$ cat config.mk
export PLATFORM = sky130hd
export DESIGN_NAME = apb_master_bridge
export DESIGN_NICKNAME = d
export VERILOG_FILES = /design/src/rtl/apb_master_bridge.sv
export SDC_FILE = /design/constraint.sdc
export NUM_CORES = 1
export LEC_CHECK = 0
export CAP_MARGIN = 10
export CORE_UTILIZATION = 25
export DETAILED_ROUTE_END_ITERATION = 12
export DONT_BUFFER_PORTS = 1
export GPL_ROUTABILITY_DRIVEN = 0
export PLACE_DENSITY_LB_ADDON = 0.05
export SYNTH_ARGS = -nofsm -noshare
export SYNTH_HDL_FRONTEND = slang
export SYNTH_SLANG_ARGS = --single-unit
$ cat constraint.sdc
create_clock -name pclk -period 3.4 [get_ports pclk]
set_clock_uncertainty 0.15 [all_clocks]
set_input_delay 0.34 -clock pclk [delete_from_list [all_inputs] [get_ports pclk]]
set_output_delay 0.34 -clock pclk [all_outputs]
set_load 0.02 [all_outputs]
$ cat src/rtl/apb_master_bridge.sv
// Command/response to APB master bridge: one transfer at a time, optional one-cycle
// registered read-data latency on the requester, and an ACCESS wait-state timeout.
module apb_master_bridge #(
  parameter int unsigned ADDR_W    = 32,
  parameter int unsigned DATA_W    = 32,
  parameter int unsigned RDATA_LAT = 1,
  parameter int unsigned TIMEOUT   = 16
) (
  input  logic              pclk,
  input  logic              preset,
  input  logic              cmd_valid,
  output logic              cmd_ready,
  input  logic              cmd_write,
  input  logic [ADDR_W-1:0] cmd_addr,
  input  logic [DATA_W-1:0] cmd_wdata,
  output logic              rsp_valid,
  input  logic              rsp_ready,
  output logic [DATA_W-1:0] rsp_rdata,
  output logic              rsp_err,
  output logic [ADDR_W-1:0] paddr,
  output logic [DATA_W-1:0] pwdata,
  output logic              psel,
  output logic              penable,
  output logic              pwrite,
  input  logic [DATA_W-1:0] prdata,
  input  logic              pready,
  input  logic              pslverr
);

  typedef enum logic [2:0] {StIdle, StSetup, StAccess, StRdWait, StResp} state_e;

  // The abort fires on the ACCESS cycle whose wait increment makes the count reach TIMEOUT.
  localparam logic [7:0] WaitLast = 8'(TIMEOUT - 1);

  state_e            state_q;
  logic [7:0]        wait_q;
  logic              cmd_ready_q;
  logic              psel_q;
  logic              penable_q;
  logic              pwrite_q;
  logic              rsp_valid_q;
  logic              rsp_err_q;
  logic [ADDR_W-1:0] paddr_q;
  logic [DATA_W-1:0] pwdata_q;
  logic [DATA_W-1:0] rdata_q;

  always_ff @(posedge pclk) begin
    if (preset) begin
      state_q     <= StIdle;
      wait_q      <= '0;
      cmd_ready_q <= 1'b1;
      psel_q      <= 1'b0;
      penable_q   <= 1'b0;
      pwrite_q    <= 1'b0;
      rsp_valid_q <= 1'b0;
      rsp_err_q   <= 1'b0;
      paddr_q     <= '0;
      pwdata_q    <= '0;
      rdata_q     <= '0;
    end else begin
      unique case (state_q)
        StIdle: begin
          if (cmd_valid && cmd_ready_q) begin
            state_q     <= StSetup;
            cmd_ready_q <= 1'b0;
            psel_q      <= 1'b1;
            pwrite_q    <= cmd_write;
            paddr_q     <= cmd_addr;
            pwdata_q    <= cmd_wdata;
          end
        end
        StSetup: begin
          state_q   <= StAccess;
          penable_q <= 1'b1;
          wait_q    <= '0;
        end
        StAccess: begin
          if (pready) begin
            psel_q    <= 1'b0;
            penable_q <= 1'b0;
            rsp_err_q <= pslverr;
            if (!pwrite_q && RDATA_LAT != 0) begin
              state_q <= StRdWait;
            end else begin
              state_q     <= StResp;
              rsp_valid_q <= 1'b1;
              rdata_q     <= (pwrite_q || pslverr) ? '0 : prdata;
            end
          end else begin
            wait_q <= wait_q + 8'd1;
            if (wait_q == WaitLast) begin
              state_q     <= StResp;
              psel_q      <= 1'b0;
              penable_q   <= 1'b0;
              rsp_valid_q <= 1'b1;
              rsp_err_q   <= 1'b1;
              rdata_q     <= '0;
            end
          end
        end
        StRdWait: begin
          // Errored reads still spend this cycle, but their data is dropped.
          state_q     <= StResp;
          rsp_valid_q <= 1'b1;
          rdata_q     <= rsp_err_q ? '0 : prdata;
        end
        StResp: begin
          if (rsp_ready) begin
            state_q     <= StIdle;
            rsp_valid_q <= 1'b0;
            cmd_ready_q <= 1'b1;
          end
        end
        default: begin
          state_q     <= StIdle;
          cmd_ready_q <= 1'b1;
          psel_q      <= 1'b0;
          penable_q   <= 1'b0;
          rsp_valid_q <= 1'b0;
        end
      endcase
    end
  end

  assign cmd_ready = cmd_ready_q;
  assign rsp_valid = rsp_valid_q;
  assign rsp_rdata = rdata_q;
  assign rsp_err   = rsp_err_q;
  assign paddr     = paddr_q;
  assign pwdata    = pwdata_q;
  assign psel      = psel_q;
  assign penable   = penable_q;
  assign pwrite    = pwrite_q;

endmodule

Word-level counts from Yosys, hierarchy flattened. Cells that the tools add are included.

Word-level logic and storage cells: 73. Register bits after elaboration: 113. Output and inout port bits: 102.

Equal/unequal tests: 10. Add/subtract/negate cells: 1. Reductions and logical operators: 19. Bitwise logic cells: 4. Multiplexer cells: 28.

Operator list (number): $mux 32 (5); $pmux 32 s2 (1); $pmux 8 s2 (1); $mux 3 (5); $pmux 3 s5 (1); $reduce_and 3->1 (4); $mux 1 (10); $pmux 1 s3 (3); $reduce_or 3->1 (3); $add 8x1->8 const B (1); $eq 8x4->1 const B (1); $mux 8 (1); $reduce_and 2->1 (4); $eq 3x2->1 const B (2); $ne 2x2->1 const B (3); $ne 3x3->1 const B (2); $reduce_bool 2->1 (3); $not 1->1 (4); $pmux 1 s4 (1); $reduce_and 4->1 (1); $eq 3x1->1 const B (1); $eq 3x3->1 const B (1); $logic_not 3->1 (1); $reduce_or 2->1 (1); 2 further kinds (2).

Logic depth before layout (Yosys ltp).
Depth after elaboration: 5. Gate-level depth with buffers: 7. Mapped depth without buffers: 5.

Worst setup path after synthesis. Ideal clock, no wire load.

Kind: register to register. Start: register wait_q[0]. End: register rdata_q[10], in the netlist rsp_rdata[10]. Period minus slack after synthesis: 2.077 ns. Path buffers: 2. Slack: 1.323 ns. Arrival time: 1.809 ns. Cell stages (with the launch flop): 8. Setup time: 0.118 ns. Data required time: 3.132 ns. Cell sequence: dfxtp_1 > ha_1 > nand4b_1 > or3_1 > a211o_1 > buf_6 > buf_12 > mux2i_1.

Word-level cells in the longest chain between the ends: 3.

Ends and longest elaborated chain: start, declared (line 36) `logic [7:0] wait_q;`; start signal, assigned (line 90) `wait_q <= wait_q + 8'd1;`; $eq 8x4->1 (line 91) `if (wait_q == WaitLast) begin`; $ne 3x3->1 (no source line); $reduce_and 3->1 (no source line); end signal, assigned (line 87) `rdata_q <= (pwrite_q || pslverr) ? '0 : prdata;`; end signal, assigned (line 105) `rdata_q <= rsp_err_q ? '0 : prdata;`; end, declared (line 45) `logic [DATA_W-1:0] rdata_q;`.

Every way passes these cells. A chain may end at the register's enable or synchronous reset.

Final worst setup path.
Start: register state_q[2]. End: register pwdata_q[4], in the netlist pwdata[4].

Word-level cells in the longest chain between the ends: 2.

Ends and longest elaborated chain: start, declared (line 35) `state_e state_q;`; start signal, assigned (line 49) `state_q <= StIdle;`; start signal, assigned (line 64) `state_q <= StSetup;`; start signal, assigned (line 73) `state_q <= StAccess;`; $logic_not 3->1 (line 61) `unique case (state_q)`; $reduce_and 2->1 (no source line); end signal, assigned (line 69) `pwdata_q <= cmd_wdata;`; end, declared (line 44) `logic [DATA_W-1:0] pwdata_q;`.

Every way passes these cells.

==> results.md <==
Yosys:
- By count the netlist is led by nand2_1 (167), dfxtp_1 (113), a21oi_1 (78).
- The average size of a mapped cell is 8.50 um2.
- The count of state elements after synthesis is 113.
- The most repeated cell in the gate-level netlist after synthesis is nand2_1.
- The netlist uses 40 different library cells.
- The post-synthesis cell area is 0.00443 mm2.
- The area share of the largest cell type after synthesis is 51.1%.
- The library cell occupying the most area in the post-synthesis netlist is dfxtp_1.
- The Yosys step of the flow raised 0 warnings.
- The synthesized design contains 0 enable-type register cells.
- Synthesis produced a netlist whose cell count is 521.
- When the netlist entered floorplanning its net count stood at 625.
- After synthesis, the share of flip-flops with an asynchronous set or reset is 0%.
- After synthesis, the cell types taking the most area are dfxtp_1 (51%), nand2_1 (14%), a21oi_1 (8.8%).
- The share of synthesized area occupied by flip-flops and latches is 51.1%.
- In the synthesized netlist the dominant register cell turns out to be dfxtp_1.

STA:
- The final critical path takes up 87.1% of the cycle.
- The final-layout setup total negative slack is 0 ns.
- Setup repair after global routing left no endpoint under its margin.
- The count of endpoints failing hold in the final timing report is 0.
- Setup violations remaining at the end of the flow were counted as 0.
- Derived from the worst setup path, the maximum achievable clock frequency is 338 MHz.
- After layout, the minimum clock period comes to 2.96 ns.
- The max-slew violation total from the final report is 0.
- At the pin with the least slew margin, the transition time is 0.986 ns.
- The worst slew slack as a fraction of its limit is 34.3%.

Pwr:
- The worst voltage drop across the vdd grid is 0.317 mV.
- The total net switching power is 951 uW.
- Cell internal power was estimated by the tool at 2.64 mW.
- The clock network fraction of design power is 47.2%.
- Dividing total power by cell area gives a power density of 589 mW/mm2.
- The leakage power figure is 2.35 nW.
- Per report_power, the combinational group accounts for 9.7% of the total.
- In this run switching power makes up 26.5% of total power.
- The share of power burned in registers is 43.1%.

Worst setup path:
- STA puts the critical path data required time at 3.60 ns.
- The reg-to-reg startpoint is state_q[2].
- The number of buffers and inverters on the critical path is 3.
- The type of origin of the critical path is a register.
- On the critical path the largest part of the delay comes from buffers and inverters.
- Among all stages on the critical path, the largest delay is contributed by nor4b_1.
- The cell with the most instances on the worst path is buf_4.
- The maximum cell stage delay along the critical path is 0.65 ns.
- STA puts the critical path data arrival time at 3.16 ns.
- The kind of end point of the critical path is a register.
- Along the worst path, the maximum fanout reaches 65.
- The most critical setup path has its startpoint at state_q[2].
- The critical path goes through buf_4 -> nor4b_1 -> and2_2 -> buf_4 -> nand2_1 -> a21oi_1 -> dlygate4sd3_1.
- The kind of critical path is register to register.

GRT:
- The first global-routing pass estimated 19000 um of wire.
- The all-layer global routing usage is 13.6%.
- The pin count of the biggest net entering global routing is 108.
- The via count of the first global-routing pass was 3630.
- Global routing finished with a remaining overflow of 0.
- The initial antenna violation count is 0.

Routing:
- Dividing the detail-routed wire length by the instance count gives 14.7 um.
- After detailed routing, the total wire length is 12400 um.
- The first detailed-routing pass ran for 4 iterations.
- Across all layers, the routed design uses 3831 vias.
- The residual antenna-violating net count after detailed routing is 0.
- After detailed routing, the number of remaining DRC violations is 0.
- After detailed routing, the number of vias per cell comes to 4.55.
- The initial detailed-routing violation count is 110.

Floorplan:
- In this run the standard cell core region covers 0.0173 mm2.
- The initial utilization of the core area, before any placement, comes to 25.6%.
- The floorplan row count is 48.
- The die covers 0.0182 mm2.
- The die extent in y is 135 um.
- 205 I/O pins were placed.
- The die is 135 um wide.

Final layout:
- The post-synthesis to final-layout area growth is 38.0%.
- The antenna diode instance count is 0.
- In the final layout, the share of cells above drive strength 1 is 6.65%.
- In the final design database the tool counted 710 nets.
- The core utilization of the finished layout is 35.3%.

Worst hold path:
- The path class of the tightest hold or removal check is input pin to register.
- The startpoint of the worst hold path is cmd_valid.

Placed design:
- Summed over all nets, the half-perimeter wirelength after detailed placement is 7550 um.
- In this run the tool buffered the top-level ports with 0 buffer cells.

Clock network:
- The clock insertion delay at the later pin of the skew report is 0.40 ns.
- The tree is rooted in a clkbuf_16.
- The maximum buffer depth of the clock tree is 2.
- The post-CTS clock slew at the launch and capture registers of the worst setup and hold paths is 0.05 ns.
- TritonCTS built the clock tree.
- The number of clock sinks is 113.
- The number of buffers created by CTS is 17.
- The clock tree synthesis step divided the H-tree into 4 levels.
- The number of post-CTS setup repair buffers is 0.

Run:
- The max-capacitance violation count is 0.

Status:
- The flow ran to the end, and the final reports show no timing, DRC or antenna violations.
[cell type report]
class | count | area, um2
fill | 1788 | 11200
sequential | 113 | 2260
multi-input combinational | 367 | 1950
timing repair buffer | 103 | 1040
clock buffer | 19 | 443
tap | 225 | 282
clock inverter | 11 | 116
inverter | 4 | 15.0
[logic make-up (layout without fill, tap and decap cells)]
kind of cell	after synthesis	in the layout	synth area share, %
XOR/XNOR	1	1	0.198
flip-flops	113	113	51.1
AO/OA/AOI/OAI	100	100	12.4
adder cells (fa/ha/maj)	1	1	0.283
buffers and inverters	41	137	4.95
AND/OR/NAND/NOR	231	231	23.4
multiplexers	34	34	7.72
[registers in the layout (all words and copies together) (netlist names)]
register   cells
rsp_rdata     32
psel           1
rsp_valid      1
state_q        3
penable        1
pwrite         1
rsp_err        1
paddr         32
wait_q         8
pwdata        32
cmd_ready      1
[power by group through the flow]
stage | registers, mW | clock network (mW) | logic [mW]
detailed placement | 1.58 | 0 | 0.237
finish | 1.55 | 1.70 | 0.347
CTS | 1.55 | 1.76 | 0.354
global route | 1.56 | 1.81 | 0.391
floorplan | 1.56 | 0 | 0.218
global placement | 1.58 | 0 | 0.230
[timing repair]
| item | CTS | global route |
|---|---|---|
| hold endpoints to repair | 107 | 0 |
| hold buffers | 100 | 0 |
| resized for setup | 0 | 0 |
| setup endpoints to repair | 0 | 0 |
[cells in the final DEF (no fill, tap or decap), types with 4 or more instances in the layout]
| cell | count |
|---|---|
| nand2_1 | 166 |
| a21oi_1 | 78 |
| inv_1 | 4 |
| clkbuf_16 | 17 |
| nand2b_1 | 33 |
| o21ai_0 | 5 |
| mux2i_1 | 33 |
| nand3_1 | 6 |
| clkinv_2 | 5 |
| dlygate4sd3_1 | 99 |
| dfxtp_1 | 113 |
| nor2_1 | 4 |
[layer usage]
layer | vias to the layer above | routed length, um | global-route usage (%)
met5 | - | 0 | 0
met1 | 1773 | 5300 | 16.0
met2 | 146 | 5720 | 21.1
met4 | 0 | 193 | 6.12
met3 | 13 | 1190 | 6.08
li1 | 1899 | - | -
[path summary, 6_finish.rpt]
path	endpoint	slack (ns)	depth (start not counted)
setup reg to reg	pwdata[4]	0.44	7
setup / recovery	pwdata[4]	0.44	7
hold / removal	state_q[0]	0.03	2
hold reg to reg	wait_q[7]	0.35	2
[stage by stage]
step	area, um2	power (mW)	worst slack [ns]	std cells	hold slack [ns]
6_report	6110	3.60	0.440	842	0.0323
3_5_place_dp	4530	1.82	0.899	712	0.274
3_3_place_gp	4530	1.81	0.961	712	0.268
2_1_floorplan	4430	1.77	1.32	521	0.297
4_1_cts	6110	3.67	0.406	842	0.00838
5_1_grt	6110	3.76	0.174	842	0.0338
Power figures use the tool's default switching activity.
